--- config.mk ---
export PLATFORM = sky130hd
export DESIGN_NAME = calc_entry_fsm_flat
export DESIGN_NICKNAME = d
export VERILOG_FILES = /design/src/rtl/calc_entry_if.sv /design/src/rtl/calc_entry_fsm.sv /design/src/flat_wrapper.sv
export SDC_FILE = /design/constraint.sdc
export NUM_CORES = 1
export LEC_CHECK = 0
export ABC_AREA = 1
export BUFFER_PORTS_ARGS = -buffer_cell sky130_fd_sc_hd__clkbuf_2
export CAP_MARGIN = 10
export CORE_MARGIN = 3
export CORE_UTILIZATION = 45
export DETAILED_ROUTE_END_ITERATION = 6
export PLACE_DENSITY = 0.68
export SYNTH_ARGS = -nofsm -noshare
export SYNTH_HDL_FRONTEND = slang
export SYNTH_SLANG_ARGS = --single-unit
--- constraint.sdc ---
create_clock -name clk -period 3.45 [get_ports clk]
set_input_delay 0.1725 -clock clk [delete_from_list [all_inputs] [get_ports clk]]
set_output_delay 0.1725 -clock clk [all_outputs]
set_load 0.005 [all_outputs]
--- src/rtl/calc_entry_if.sv ---
// Keypad, ALU and display bundle for the calculator entry FSM.
// Latency: none; this bundle is wiring only.
// Backpressure: none; keys are single-cycle strobes, results are single-cycle pulses.
interface calc_entry_if;
    logic [3:0]  key_code;
    logic        key_valid;
    logic [15:0] alu_res;
    logic [15:0] num1;
    logic [15:0] num2;
    logic [3:0]  op;
    logic [15:0] disp;
    logic        res_valid;
    logic        busy;
    logic        err;

    // Keypad/ALU/display side of the bundle.
    modport master (
        output key_code, key_valid, alu_res,
        input  num1, num2, op, disp, res_valid, busy, err
    );

    // Calculator FSM side of the bundle.
    modport slave (
        input  key_code, key_valid, alu_res,
        output num1, num2, op, disp, res_valid, busy, err
    );
endinterface

--- src/rtl/calc_entry_fsm.sv ---
// Calculator key-entry FSM: builds two 4-digit BCD operands, drives the ALU, shows the result.
// Latency: EQ strobe to res_valid is ALU_LAT+2 cycles; error results pulse res_valid 1 cycle after EQ.
// Backpressure: none; keys arriving while busy are dropped except CLR. Macro CALC_CHAIN_RESULT_EN enables result chaining.
module calc_entry_fsm #(
    parameter int ALU_LAT = 1
) (
    input  logic         clk,
    input  logic         rst_n,
    calc_entry_if.slave  io_calc
);
    typedef enum logic [1:0] {S_NUM1, S_NUM2, S_EXEC, S_RESULT} state_t;

    localparam int              CW        = $clog2(ALU_LAT + 2);
    localparam logic [CW-1:0]   CNT_LOAD  = CW'(ALU_LAT + 1);
    localparam logic [CW-1:0]   CNT_ONE   = CW'(1);
    localparam logic [3:0]      K_CLR     = 4'hA;
    localparam logic [3:0]      K_EQ      = 4'hB;
    localparam logic [3:0]      K_SUB     = 4'hD;
    localparam logic [3:0]      K_DIV     = 4'hF;

    state_t        r_state;
    logic [15:0]   r_num1, r_num2, r_disp;
    logic [3:0]    r_op;
    logic [2:0]    r_cnt1, r_cnt2;
    logic [CW-1:0] r_wait;
    logic          r_res_valid, r_busy, r_err;

    state_t        w_state_nxt;
    logic [15:0]   w_num1_nxt, w_num2_nxt, w_disp_nxt;
    logic [3:0]    w_op_nxt;
    logic [2:0]    w_cnt1_nxt, w_cnt2_nxt;
    logic [CW-1:0] w_wait_nxt;
    logic          w_res_valid_nxt, w_err_nxt;

    logic w_digit, w_oper, w_eq, w_clr, w_eq_err;

    assign w_digit = io_calc.key_valid && (io_calc.key_code <= 4'd9);
    assign w_oper  = io_calc.key_valid && (io_calc.key_code >= 4'hC);
    assign w_eq    = io_calc.key_valid && (io_calc.key_code == K_EQ);
    assign w_clr   = io_calc.key_valid && (io_calc.key_code == K_CLR);
    // Valid BCD orders the same as plain binary, so a 16-bit compare is the digit-wise compare.
    assign w_eq_err = ((r_op == K_DIV) && (r_num2 == 16'h0000)) ||
                      ((r_op == K_SUB) && (r_num1 < r_num2));

    // State and datapath registers; reset wins over any key in the same cycle.
    always_ff @(posedge clk) begin
        if (!rst_n) begin
            r_state     <= S_NUM1;
            r_num1      <= '0;
            r_num2      <= '0;
            r_disp      <= '0;
            r_op        <= '0;
            r_cnt1      <= '0;
            r_cnt2      <= '0;
            r_wait      <= '0;
            r_res_valid <= 1'b0;
            r_busy      <= 1'b0;
            r_err       <= 1'b0;
        end else begin
            r_state     <= w_state_nxt;
            r_num1      <= w_num1_nxt;
            r_num2      <= w_num2_nxt;
            r_disp      <= w_disp_nxt;
            r_op        <= w_op_nxt;
            r_cnt1      <= w_cnt1_nxt;
            r_cnt2      <= w_cnt2_nxt;
            r_wait      <= w_wait_nxt;
            r_res_valid <= w_res_valid_nxt;
            r_busy      <= (w_state_nxt == S_EXEC);
            r_err       <= w_err_nxt;
        end
    end

    // Next-state decode; CLR overrides every state including an in-flight ALU wait.
    always_comb begin
        w_state_nxt = r_state;
        if (w_clr) begin
            w_state_nxt = S_NUM1;
        end else begin
            case (r_state)
                S_NUM1:   if (w_oper) w_state_nxt = S_NUM2;
                S_NUM2:   if (w_eq) w_state_nxt = w_eq_err ? S_RESULT : S_EXEC;
                S_EXEC:   if (r_wait == '0) w_state_nxt = S_RESULT;
                S_RESULT: begin
                    if (w_digit) begin
                        w_state_nxt = S_NUM1;
                    end
`ifdef CALC_CHAIN_RESULT_EN
                    else if (w_oper && !r_err) begin
                        w_state_nxt = S_NUM2;
                    end
`endif
                end
                default:  w_state_nxt = S_NUM1;
            endcase
        end
    end

    // Datapath updates for the operands, operator, wait counter and result flags.
    always_comb begin
        w_num1_nxt      = r_num1;
        w_num2_nxt      = r_num2;
        w_disp_nxt      = r_disp;
        w_op_nxt        = r_op;
        w_cnt1_nxt      = r_cnt1;
        w_cnt2_nxt      = r_cnt2;
        w_wait_nxt      = r_wait;
        w_res_valid_nxt = 1'b0;
        w_err_nxt       = r_err;
        if (w_clr) begin
            w_num1_nxt = '0;
            w_num2_nxt = '0;
            w_disp_nxt = '0;
            w_op_nxt   = '0;
            w_cnt1_nxt = '0;
            w_cnt2_nxt = '0;
            w_wait_nxt = '0;
            w_err_nxt  = 1'b0;
        end else begin
            case (r_state)
                S_NUM1: begin
                    if (w_digit && (r_cnt1 < 3'd4)) begin
                        w_num1_nxt = {r_num1[11:0], io_calc.key_code};
                        w_cnt1_nxt = r_cnt1 + 3'd1;
                    end else if (w_oper) begin
                        w_op_nxt   = io_calc.key_code;
                        w_num2_nxt = '0;
                        w_cnt2_nxt = '0;
                    end
                end
                S_NUM2: begin
                    if (w_digit && (r_cnt2 < 3'd4)) begin
                        w_num2_nxt = {r_num2[11:0], io_calc.key_code};
                        w_cnt2_nxt = r_cnt2 + 3'd1;
                    end else if (w_oper && (r_cnt2 == 3'd0)) begin
                        w_op_nxt = io_calc.key_code;
                    end else if (w_eq) begin
                        if (w_eq_err) begin
                            w_err_nxt       = 1'b1;
                            w_disp_nxt      = 16'hEEEE;
                            w_res_valid_nxt = 1'b1;
                        end else begin
                            w_wait_nxt = CNT_LOAD;
                        end
                    end
                end
                S_EXEC: begin
                    if (r_wait == '0) begin
                        w_disp_nxt      = io_calc.alu_res;
                        w_err_nxt       = 1'b0;
                        w_res_valid_nxt = 1'b1;
                    end else begin
                        w_wait_nxt = r_wait - CNT_ONE;
                    end
                end
                S_RESULT: begin
                    if (w_digit) begin
                        w_num1_nxt = {12'h000, io_calc.key_code};
                        w_cnt1_nxt = 3'd1;
                        w_num2_nxt = '0;
                        w_cnt2_nxt = '0;
                        w_op_nxt   = '0;
                        w_err_nxt  = 1'b0;
                    end
`ifdef CALC_CHAIN_RESULT_EN
                    else if (w_oper && !r_err) begin
                        w_num1_nxt = r_disp;
                        w_cnt1_nxt = 3'd4;
                        w_op_nxt   = io_calc.key_code;
                        w_num2_nxt = '0;
                        w_cnt2_nxt = '0;
                    end
`endif
                end
                default: ;
            endcase
        end
        // The display tracks whichever operand is being typed.
        if (w_state_nxt == S_NUM1) begin
            w_disp_nxt = w_num1_nxt;
        end else if (w_state_nxt == S_NUM2) begin
            w_disp_nxt = w_num2_nxt;
        end
    end

    assign io_calc.num1      = r_num1;
    assign io_calc.num2      = r_num2;
    assign io_calc.op        = r_op;
    assign io_calc.disp      = r_disp;
    assign io_calc.res_valid = r_res_valid;
    assign io_calc.busy      = r_busy;
    assign io_calc.err       = r_err;
endmodule

--- src/flat_wrapper.sv ---
// flat-port wrapper written by rule: the top's interface ports become plain ports
module calc_entry_fsm_flat 
#(
    parameter int ALU_LAT = 1
)
  (clk, rst_n, io_calc_key_code, io_calc_key_valid, io_calc_alu_res, io_calc_num1, io_calc_num2, io_calc_op, io_calc_disp, io_calc_res_valid, io_calc_busy, io_calc_err);
  calc_entry_if io_calc_i ();
  input  logic clk;
  input  logic rst_n;
  input wire logic [$bits(io_calc_i.key_code)-1:0] io_calc_key_code;
  input wire logic [$bits(io_calc_i.key_valid)-1:0] io_calc_key_valid;
  input wire logic [$bits(io_calc_i.alu_res)-1:0] io_calc_alu_res;
  output wire logic [$bits(io_calc_i.num1)-1:0] io_calc_num1;
  output wire logic [$bits(io_calc_i.num2)-1:0] io_calc_num2;
  output wire logic [$bits(io_calc_i.op)-1:0] io_calc_op;
  output wire logic [$bits(io_calc_i.disp)-1:0] io_calc_disp;
  output wire logic [$bits(io_calc_i.res_valid)-1:0] io_calc_res_valid;
  output wire logic [$bits(io_calc_i.busy)-1:0] io_calc_busy;
  output wire logic [$bits(io_calc_i.err)-1:0] io_calc_err;
  assign io_calc_i.key_code = io_calc_key_code;
  assign io_calc_i.key_valid = io_calc_key_valid;
  assign io_calc_i.alu_res = io_calc_alu_res;
  assign io_calc_num1 = io_calc_i.num1;
  assign io_calc_num2 = io_calc_i.num2;
  assign io_calc_op = io_calc_i.op;
  assign io_calc_disp = io_calc_i.disp;
  assign io_calc_res_valid = io_calc_i.res_valid;
  assign io_calc_busy = io_calc_i.busy;
  assign io_calc_err = io_calc_i.err;
  calc_entry_fsm #(.ALU_LAT(ALU_LAT)) u_core (.clk(clk), .rst_n(rst_n), .io_calc(io_calc_i));
endmodule
==> impl_metrics.env, run 1 <==
export IMPL_dp_cells=721
export IMPL_syn_avg_cell_area_um2=6.825
export IMPL_crit_top_cell="nor2_1"
export IMPL_post_cts_buffers=0
export IMPL_cp_arrival_ns=2.81
export IMPL_max_vdd_ir_drop_mv=0.5396
export IMPL_worstPathMaxFanout=32
export IMPL_fin_cells=737
export IMPL_core_um2=7968
export IMPL_grt_pass1_vias=3709
export IMPL_yosysTopAreaCell="dfxtp_1"
export IMPL_drc=0
export IMPL_nNetsFinal=677
export IMPL_wirelength_mm=11.37
export IMPL_tns_ns=0
export IMPL_cts_root_buf="clkbuf_8"
export IMPL_worst_path_max_delay_cell="dfxtp_1"
export IMPL_final_cell_mix="nand2_1, nor2_1, clkbuf_2"
export IMPL_rsz0062_at_grt="no"
export IMPL_io_pins=78
export IMPL_numCtsBuffers=9
export IMPL_rows=32
export IMPL_num_antenna_cells=0
export IMPL_min_path_type="input pin to flop"
export IMPL_cts_sinks=65
export IMPL_grt_pass1_wl_mm=18.65
export IMPL_antenna_found_initial=0
export IMPL_initial_utilization_pct=47.88
export IMPL_num_vias=4010
export IMPL_netlist_instances=559
export IMPL_yosysSeqAreaShare_pct=34.11
export IMPL_cp_cell_sequence="inv_1 > ha_1 > inv_1 > nor2_1 > nor2_1 > nand3_2 > nand3_2 > buf_4 > inv_2 > o21ai_2 > buf_4 > nand3_1 > nor2_1 > nor2_1"
export IMPL_slew_headroom_pct=44.04
export IMPL_worst_setup_path_start_kind="flop"
export IMPL_ant_nets=0
export IMPL_power_total_uw=3825
export IMPL_syn_nets=606
export IMPL_mostFrequentLayoutCell="nand2_1"
export IMPL_area_growth_pct=17.68
export IMPL_synth_cell_types=39
export IMPL_path_class="flop to flop"
export IMPL_clk_latency_ns=0.35
export IMPL_hold_viol_final=0
export IMPL_first_pass_iters=5
export IMPL_grt_use_total_pct=23.83
export IMPL_path_clk_slew_ns=0.08
export IMPL_end_kind="flop"
export IMPL_die_area_um2=9619
export IMPL_io_buffers=77
export IMPL_synthTopCellsByArea="dfxtp_1, nand2_1, nor2_1, ha_1, nand3_1"
export IMPL_status="completed"
export IMPL_finalMaxSlewViolations=0
export IMPL_max_freq_mhz=390.5
export IMPL_worst_pin_slew_ns=0.8349
export IMPL_cts_tree="built"
export IMPL_htree_levels=3
export IMPL_maxCapViolations=0
export IMPL_final_layout_size_suffix_gt1_share_pct=20.31
export IMPL_yosys_warnings=0
export IMPL_syn_area_um2=3815
export IMPL_wl_per_cell_um=15.42
export IMPL_period_share_pct=74.24
export IMPL_skew_ns=0.009816
export IMPL_fin_area_um2=4489
export IMPL_initialDrtViolationCount=357
export IMPL_required_ns=3.70
export IMPL_yosys_register_bits=65
export IMPL_dp_hpwl_mm=8.704
export IMPL_grt_overflow=0
export IMPL_die_width_um=98.08
export IMPL_clockBufferDepth=2
export IMPL_setup_violations=0
export IMPL_synth_top_area_share_pct=34.11
export IMPL_routabilityCongestion=0.9902
export IMPL_grt_max_degree=33
export IMPL_placed_area_um2=4247
export IMPL_viasPerCell=5.441
export IMPL_cellLeakagePower_uw=0.002137
export IMPL_ctsHoldBuffers=0
export IMPL_die_h_um=98.08
export IMPL_critPathMaxStageDelay_ns=0.42
export IMPL_power_density_nw_per_um2=852.1
export IMPL_cts_repair_resized=0
export IMPL_min_period_ns=2.561
## cells in the mapped netlist
cell and count:
o211ai_1 1, nor2_4 1, nand3_2 4, inv_2 10, nor4_1 2, a21oi_2 1, o21ai_1 12, a311oi_1 1
buf_1 2, dfxtp_1 65, o22ai_1 9, o21ai_2 1, a221oi_1 1, o21ai_0 39, o21ai_4 1, nor2_2 4
o21a_1 1, a22oi_1 10, buf_6 2, a32o_1 3, nand4_1 12, nor2_1 96, inv_1 48, buf_2 8
a21oi_1 20, buf_4 2, nor3_4 1, ha_1 24, or2_2 1, a211oi_1 4, nand2_2 4, clkinv_1 3
nor3_2 1, nor3_1 6, nand2_4 2, a21oi_4 1, nand2_1 109, clkbuf_1 7, nand3_1 40
## path summary, 6_finish.rpt
path                                 startpoint                                   end  slack, ns  cells after the start
setup / recovery   u_core.r_state[1]$_SDFF_PN0_   u_core.io_calc.disp[1]$_SDFFE_PN0P_       0.89                     14
hold reg to reg   u_core.r_wait[1]$_SDFFE_PP0P_         u_core.r_wait[1]$_SDFFE_PP0P_       0.46                      2
hold / removal              io_calc_alu_res[12]  u_core.io_calc.disp[12]$_SDFFE_PN0P_       0.15                      5
setup reg to reg   u_core.r_state[1]$_SDFF_PN0_   u_core.io_calc.disp[1]$_SDFFE_PN0P_       0.89                     14
## flip-flops by register name, summed over array words and instances (netlist names)
name                      flops
u_core.io_calc.disp          16
u_core.r_wait                 2
u_core.r_cnt2                 3
u_core.io_calc.res_valid      1
u_core.io_calc.num1          16
u_core.io_calc.num2          16
u_core.r_cnt1                 3
u_core.r_state                2
u_core.io_calc.op             4
u_core.io_calc.busy           1
u_core.io_calc.err            1
## layer usage
layer  up-vias  share of wire, %  GRT usage, %
met2       203                43         34.66
met4         0               1.2         5.964
met5         -                 0             0
met1      1803                47         34.91
met3        11               9.3         6.286
li1       1993                 -             -
## final cells by class
cell class	count	area [um^2]
multi-input combinational	412	2173
clock buffer	9	123.9
fill	799	3478
sequential	65	1301
timing repair buffer	81	415.4
inverter	61	229.0
tap	102	127.6
clock inverter	7	118.9
## critical path, delay by kind of cell (launching register included)
family / cells / cell delay, ns
buf+inv: 5 / 0.98
compound gates: 1 / 0.08
simple gates: 7 / 0.70
flops: 1 / 0.42
fa+ha+maj: 1 / 0.29
## per-stage QoR
stage / hold slack (ns) / util, % / setup WS (ns)
after floorplan: 0.3109 / - / 1.485
after global placement: 0.4439 / 53.30 / 1.020
after detailed placement: 0.4567 / 53.30 / 0.9322
after CTS: 0.1423 / 56.34 / 0.9174
after global routing: 0.1783 / 56.34 / 0.5994
final: 0.1540 / 56.34 / 0.8889
## cells by family after synthesis
logic type / Yosys count / share of synthesized area (%)
fa+ha+maj: 24 / 7.871
buf+inv: 82 / 8.921
compound gates: 105 / 16.50
flops: 65 / 34.11
simple gates: 283 / 32.60
## power breakdown
part	switching, uW	internal (uW)
logic	1340	657
registers	103	916
clock network	327	480
Note: power is estimated with default switching activity, not from simulation.
==> run 2: changes to the inputs <==
Clock period 3.45 ns to 2.55 ns, I/O delays scaled along.
==> impl_metrics.env, run 2 (synthesized netlist as in run 1, its figures left out) <==
export IMPL_skew_ns=0.01124
export IMPL_rr_startpoint="u_core.io_calc.num2[15]$_SDFF_PN0_"
export IMPL_antenna_found_initial=0
export IMPL_drc=0
export IMPL_htree_levels=3
export IMPL_p_sw_share_pct=47.90
export IMPL_grt_pass1_wl_mm=19.16
export IMPL_tns_ns=0
export IMPL_end_kind="flop"
export IMPL_cellLeakagePower_uw=0.002145
export IMPL_finalMaxSlewViolations=0
export IMPL_wirelength_mm=11.73
export IMPL_slew_headroom_pct=66.87
export IMPL_holdWs_ns=0.1169
export IMPL_hold_viol_final=0
export IMPL_setup_violations=0
export IMPL_min_path_type="input pin to flop"
export IMPL_grt_max_degree=33
export IMPL_clockBufferDepth=2
export IMPL_die_width_um=98.08
export IMPL_area_growth_pct=17.71
export IMPL_core_um2=7968
export IMPL_grt_use_total_pct=24.75
export IMPL_clkPwrFrac_pct=16.3
export IMPL_die_h_um=98.08
export IMPL_io_pins=78
export IMPL_num_antenna_cells=0
export IMPL_min_period_ns=2.317
export IMPL_power_sequential_fraction_pct=27.3
export IMPL_status="completed"
export IMPL_clk_latency_ns=0.35
export IMPL_cp_cell_sequence="inv_1 > ha_1 > nand2_1 > inv_1 > nand3_1 > nand4_1 > nor2_2 > nand2_1 > nand3_1 > nand2_1 > o21ai_2 > buf_12 > o21ai_0 > nor2_1 > nor2_1"
export IMPL_final_cell_mix="nand2_1, nor2_1, clkbuf_2"
export IMPL_cts_tree="built"
export IMPL_initial_utilization_pct=47.88
export IMPL_period_share_pct=90.86
export IMPL_multi_input_area_um2=2186
export IMPL_power_switching_uw=2414
export IMPL_num_vias=4041
export IMPL_combPwrFrac_pct=56.3
export IMPL_path_clk_slew_ns=0.07
export IMPL_max_vdd_ir_drop_mv=0.5435
export IMPL_cp_arrival_ns=2.56
export IMPL_required_ns=2.80
export IMPL_initialDrtViolationCount=400
export IMPL_die_area_um2=9619
export IMPL_worst_pin_slew_ns=0.4918
export IMPL_mostFrequentLayoutCell="nand2_1"
export IMPL_worst_setup_path_start_kind="flop"
export IMPL_grt_overflow=0
export IMPL_crit_top_cell="nand2_1"
export IMPL_cts_sinks=65
export IMPL_ant_nets=0
export IMPL_first_pass_iters=6
export IMPL_min_from="io_calc_alu_res[0]"
export IMPL_post_cts_buffers=0
export IMPL_seq_area_um2=1301
export IMPL_nFillCells=821
export IMPL_worstPathMaxFanout=32
export IMPL_critPathMaxStageDelay_ns=0.40
export IMPL_cts_root_buf="clkbuf_8"
export IMPL_numCtsBuffers=9
export IMPL_power_density_nw_per_um2=1122
export IMPL_dp_hpwl_mm=8.985
export IMPL_maxCapViolations=0
export IMPL_critPathLaunch="u_core.io_calc.num2[15]$_SDFF_PN0_"
export IMPL_max_freq_mhz=431.6
export IMPL_final_layout_size_suffix_gt1_share_pct=21.13
export IMPL_io_buffers=77
export IMPL_wl_per_cell_um=15.82
export IMPL_rows=32
export IMPL_path_class="flop to flop"
export IMPL_worst_path_max_delay_cell="dfxtp_1"
export IMPL_grt_pass1_vias=3777
export IMPL_routabilityCongestion=0.9530
export IMPL_viasPerCell=5.453
export IMPL_nNetsFinal=682
export IMPL_intPower_uw=2626
export IMPL_rsz0062_at_grt="no"
[run 2: area by class of cell]
cell class	instances	share of cell area [%]
multi-input combinational	412	48.68
timing repair buffer	86	10.36
tap	102	2.842
inverter	61	5.099
clock buffer	13	3.761
clock inverter	2	0.2786
sequential	65	28.98
[run 2: final timing paths]
path                                                              to  slack [ns]  cells past startpoint
worst min register to register         u_core.r_wait[1]$_SDFFE_PP0P_        0.47                      2
worst max register to register  u_core.io_calc.disp[13]$_SDFFE_PN0P_        0.23                     15
worst max-delay path            u_core.io_calc.disp[13]$_SDFFE_PN0P_        0.23                     15
worst min-delay path             u_core.io_calc.disp[0]$_SDFFE_PN0P_        0.12                      5
[run 2: through the flow]
| stage | utilization, % | setup WS, ns | power [uW] | cells | instance area [um^2] |
|---|---|---|---|---|---|
| after floorplan | - | 0.5851 | 3475 | 559 | 3815 |
| after global placement | 53.93 | 0.1327 | 4125 | 726 | 4297 |
| after detailed placement | 53.93 | 0.1121 | 4163 | 726 | 4297 |
| after CTS | 56.20 | 0.08901 | 4999 | 741 | 4478 |
| after global routing | 56.36 | 0.002551 | 5502 | 741 | 4491 |
| final | 56.36 | 0.2332 | 5040 | 741 | 4491 |
[run 2: what timing repair did]
action | 4_1_cts | 5_1_grt
hold buffers | 0 | 0
endpoints found under the setup margin | 0 | 12
resized for setup | 0 | 3
[run 2: power by group through the flow]
stage	combinational, uW	sequential [uW]	clock [uW]
after floorplan	2090	1390	0
after global placement	2730	1390	0
after detailed placement	2770	1400	0
after CTS	2780	1380	840
after global routing	3220	1410	880
final	2840	1380	823
[run 2: metal layers]
metal	wire (um)	GRT usage, %	share of wire (%)
met2	4850	35.45	41
met4	308	10.01	2.6
met1	5592	36.35	48
met5	0	0	0
met3	975	4.643	8.3
[run 2: critical path, delay by kind of cell (launching register included)]
family | cells | cell delay [ns]
simple gates | 9 | 0.86
compound gates | 2 | 0.28
fa+ha+maj | 1 | 0.31
buf+inv | 3 | 0.34
flops | 1 | 0.40
